$ cat config.mk
export PLATFORM = sky130hd
export DESIGN_NAME = booth_seq_ctrl
export DESIGN_NICKNAME = d
export VERILOG_FILES = /design/src/rtl/booth_seq_ctrl.sv
export SDC_FILE = /design/constraint.sdc
export NUM_CORES = 1
export LEC_CHECK = 0
export BUFFER_PORTS_ARGS = -buffer_cell sky130_fd_sc_hd__buf_2
export CAP_MARGIN = 15
export CELL_PAD_IN_SITES_DETAIL_PLACEMENT = 2
export CELL_PAD_IN_SITES_GLOBAL_PLACEMENT = 2
export CORE_MARGIN = 1
export CORE_UTILIZATION = 27
export DETAILED_ROUTE_END_ITERATION = 10
export GPL_ROUTABILITY_DRIVEN = 1
export PLACE_DENSITY = 0.88
export SYNTH_ARGS = -nofsm -noshare
export SYNTH_HDL_FRONTEND = slang
export SYNTH_SLANG_ARGS = --single-unit
$ cat constraint.sdc
create_clock -name clk_i -period 2.55 [get_ports clk_i]
set_clock_uncertainty 0.2 [all_clocks]
set_input_delay 0.51 -clock clk_i [delete_from_list [all_inputs] [get_ports clk_i]]
set_output_delay 0.51 -clock clk_i [all_outputs]
set_load 0.005 [all_outputs]
$ cat src/rtl/booth_seq_ctrl.sv
// ---------------------------------------------------------------------------
// booth_seq_ctrl
//
// Sequential unsigned 16x16 -> 32 radix-2 shift-add multiplier controller.
// All addition goes through an external 16-bit adder (combinational, same
// cycle). The only adder inside this block is the 4-bit step counter.
//
// Ports
//   clk_i         rising-edge clock
//   rst_i         asynchronous active-high reset
//   in_valid_i    operand pair offered on in1_i/in2_i
//   in_ready_o    operand pair accepted this cycle (high only in IDLE)
//   in1_i[15:0]   unsigned multiplicand
//   in2_i[15:0]   unsigned multiplier
//   out_valid_o   product_o holds a completed result (DONE state)
//   out_ready_i   consumer takes product_o this cycle
//   product_o     unsigned in1*in2, valid only while out_valid_o=1
//   busy_o        multiply in progress (RUN state)
//   add_in1_o     external adder operand 1 (partial high word A)
//   add_in2_o     external adder operand 2 (M when Q[0]=1, else 0)
//   add_sum_i     external adder result, carry-out in bit 16
// ---------------------------------------------------------------------------
module booth_seq_ctrl (
  input  logic        clk_i,
  input  logic        rst_i,
  input  logic        in_valid_i,
  output logic        in_ready_o,
  input  logic [15:0] in1_i,
  input  logic [15:0] in2_i,
  output logic        out_valid_o,
  input  logic        out_ready_i,
  output logic [31:0] product_o,
  output logic        busy_o,
  output logic [15:0] add_in1_o,
  output logic [15:0] add_in2_o,
  input  logic [16:0] add_sum_i
);

  typedef enum logic [1:0] {
    IDLE = 2'd0,
    RUN  = 2'd1,
    DONE = 2'd2
  } state_t;

  state_t      state_q, state_d;
  logic [15:0] m_q, m_d;
  logic [15:0] a_q, a_d;
  logic [15:0] q_q, q_d;
  logic [3:0]  cnt_q, cnt_d;

  // State and datapath registers; reset clears everything so the
  // outputs read as zero while and after reset is applied.
  always_ff @(posedge clk_i or posedge rst_i) begin
    if (rst_i) begin
      state_q <= IDLE;
      m_q     <= '0;
      a_q     <= '0;
      q_q     <= '0;
      cnt_q   <= '0;
    end else begin
      state_q <= state_d;
      m_q     <= m_d;
      a_q     <= a_d;
      q_q     <= q_d;
      cnt_q   <= cnt_d;
    end
  end

  // Next-state logic. Latency is fixed: 16 RUN steps regardless of the
  // operand values, so there is no early exit on a zero multiplier.
  always_comb begin
    state_d = state_q;
    unique case (state_q)
      IDLE: if (in_valid_i)     state_d = RUN;
      RUN:  if (cnt_q == 4'd15) state_d = DONE;
      DONE: if (out_ready_i)    state_d = IDLE;
      default:                  state_d = IDLE;
    endcase
  end

  // Datapath next-state. Each RUN step adds M (or 0) to A, then shifts
  // {carry, sum, Q} right by one: the adder's carry-out becomes A[15] and
  // the sum LSB drops into Q[15] while the consumed multiplier bit leaves.
  always_comb begin
    m_d   = m_q;
    a_d   = a_q;
    q_d   = q_q;
    cnt_d = cnt_q;
    unique case (state_q)
      IDLE: begin
        if (in_valid_i) begin
          m_d   = in1_i;
          q_d   = in2_i;
          a_d   = '0;
          cnt_d = '0;
        end
      end
      RUN: begin
        a_d   = add_sum_i[16:1];
        q_d   = {add_sum_i[0], q_q[15:1]};
        cnt_d = cnt_q + 4'd1;
      end
      default: ;
    endcase
  end

  // Outputs decoded from the current state and registers only.
  always_comb begin
    in_ready_o  = (state_q == IDLE);
    busy_o      = (state_q == RUN);
    out_valid_o = (state_q == DONE);
    product_o   = {a_q, q_q};
    add_in1_o   = a_q;
    add_in2_o   = q_q[0] ? m_q : 16'h0000;
  end

endmodule

==> metrics <==
first-pass GRT wire length 12420 microns; Initial Utilization 28.21%; Leakage 1.768 nW; root buf cell clkbuf_8; Post-synth EDFFs 0; syn avg cell area 10.20 sq um; Die Span Y 100.7 microns; final slew viol count 0; CTS Buf Count 5; register bit total from synthesis 54; post-synth net total 312; Max Cap Viol 0; Final Cycle Share 83.64%; largest net degree at the start of global routing 54; Worst Setup Path Type register to output port; Slew HR 38.99%; final design utilization 35.95%; first drt pass iteration count 4; Vias/cell 4.553; CP endpoint kind output port; worst path bufs/invs 3; DP HPWL 5697 microns; Layout area overhead 27.44%; Place WS 0.3186 ns; status finished, final reports clean; Startpoint Class register; sequential-to-total area share from yosys stat 51.36%; initial antenna violation count 0; ys async rst share 100.0%; Max Freq 0.4688 GHz; # diodes 0; Synth Flop Type dfrtp_1; RSZ-0062 raised after global routing false; min-delay worst type input port to register; Area after DPL 3252 sq um; critical path cell sequence buf_4, or2b_1, clkinv_1, buf_2; IO Port Bufs 119; post-route antenna net violation count 0; worst-margin pin slew 0.9151 ns; fin crit period 2.133 ns; H-tree levels 2; placed insts 483; Synth Instances 258; GP Congestion 0.7212; GRT Util Overall 15.84%; power per cell area 1100 nW/um^2; via count 2240; crit-path max cell delay 0.39 ns; FILL cells 1082; Sum Neg Setup Slack 0 ns; die width 100.7 microns; Yosys warnings 0; Critical Path RT 1.84 ns; Final Non-Filler Cells 492; clk_lat worst skew 0.31 ns; CTS Buffer Depth 2; setup bufs post-CTS 0; drt first-iter violations 34; DR WL/cell 15.75 microns; # DRC 0; fraction of layout cells with a size suffix above 1 42.70%; Synth cell types 29; Slowest-stage cell, CP dfrtp_1; CP top delay family buffers and inverters; num ports 120; GR Overflow Total 0; most common cell after layout, fill and taps aside buf_2; Final Instance Area 3353 sq um; fin nets 416; vias in the first global route 2417; clock slew at reported path FFs 0.10 ns; synthesized area 2631 sq um; clk sinks 54; core area 9328 sq um; worst setup margin 0.4171 ns; # setup viols final 0; Critical Path AT 1.42 ns; worst vdd ir 0.3417 mV; critical path fanouts, max 20; commonest cells after routing, fill and taps aside buf_2 (119), dfrtp_1 (54), nand2_1 (37); final hold violation count 0; DIE AREA 10140 sq um; CTS tree done; Site Rows 35; Total Wirelength 7750 microns
[power breakdown]
group / leakage, nW / internal (mW) / switching [mW]
clock: 0.0482 / 0.220 / 0.278
sequential: 0.654 / 1.25 / 0.331
combinational: 1.07 / 0.830 / 0.777
total: 1.77 / 2.30 / 1.39
[worst paths after layout]
| path | startpoint | endpoint | slack, ns | cells past startpoint |
|---|---|---|---|---|
| setup / recovery | state_q[1]$_DFFE_PP0P_ | busy_o | 0.42 | 4 |
| hold / removal | add_sum_i[11] | add_in1_o[10]$_DFFE_PP0P_ | 0.19 | 3 |
| setup reg to reg | state_q[1]$_DFFE_PP0P_ | add_in1_o[14]$_DFFE_PP0P_ | 0.57 | 4 |
| hold reg to reg | m_q[7]$_DFFE_PP0P_ | m_q[7]$_DFFE_PP0P_ | 0.31 | 1 |
| max in group asynchronous | rst_i | q_q[8]$_DFFE_PP0P_ | 1.29 | 4 |
| min in group asynchronous | rst_i | m_q[9]$_DFFE_PP0P_ | 0.40 | 3 |
[sequential cells by signal (all words and copies together) (netlist names)]
signal / cells
m_q: 16
q_q: 16
cnt_q: 4
state_q: 2
add_in1_o: 16
[cell type report]
type	instances	area, sq um	share of cell area, %
clock buffer	7	86.33	2.575
inverter	4	15.01	0.4478
clock inverter	1	5.005	0.1493
multi-input combinational	166	1033	30.82
timing repair buffer	131	700.7	20.90
tap	129	161.4	4.813
sequential	54	1351	40.30
[cell usage after synthesis (3+ instances only)]
| library cell | count | area share [%] |
|---|---|---|
| o21ai_0 | 16 | 3.0 |
| and2b_1 | 4 | 1.1 |
| a22oi_1 | 16 | 4.6 |
| nor2b_1 | 14 | 3.3 |
| a21oi_1 | 18 | 3.4 |
| buf_6 | 3 | 1.3 |
| dfrtp_1 | 54 | 51 |
| clkbuf_1 | 7 | 1.0 |
| nand2_1 | 37 | 5.3 |
| buf_1 | 3 | 0.43 |
| buf_2 | 3 | 0.57 |
| nand3_1 | 20 | 3.8 |
| and2_1 | 16 | 3.8 |
| buf_4 | 16 | 4.6 |
| mux2_4 | 10 | 5.7 |
| inv_1 | 3 | 0.43 |
| mux2_2 | 6 | 2.6 |
[cell families after synthesis]
logic type | Yosys count | synth area share, %
adders and majority gates | 1 | 0.4754
buffers and inverters | 38 | 9.367
muxes | 16 | 8.274
DFF | 54 | 51.36
AOI/OAI and AO/OA | 54 | 12.08
and+or+nand+nor | 94 | 18.12
xor gates and xnor gates | 1 | 0.3329
[what timing repair did]
action,4_1_cts,5_1_grt
hold endpoints to repair,1,0
hold buffers,1,0
resized for setup,0,0
[metal layers]
layer	wire length (microns)	part of all wire (%)	GRT usage, %
met1	3254	42	19.26
met2	4098	53	29.56
met3	339	4.4	2.705
met4	58	0.75	2.676
met5	0	0	0
[tightest hold or removal path, delay by kind of cell]
| family | cells | cell delay [ns] |
|---|---|---|
| buffers and inverters | 1 | 0.07 |
| and+or+nand+nor | 2 | 0.09 |
[metrics by stage]
stage / total power, mW / hold slack, ns
after detailed placement: 3.256 / 0.1716
after CTS: 3.777 / 0.1825
final: 3.690 / 0.1911
after global placement: 3.126 / 0.1668
after global routing: 4.010 / 0.1882
after floorplan: 2.615 / 0.2712
Note: power is estimated with default switching activity, not from simulation.
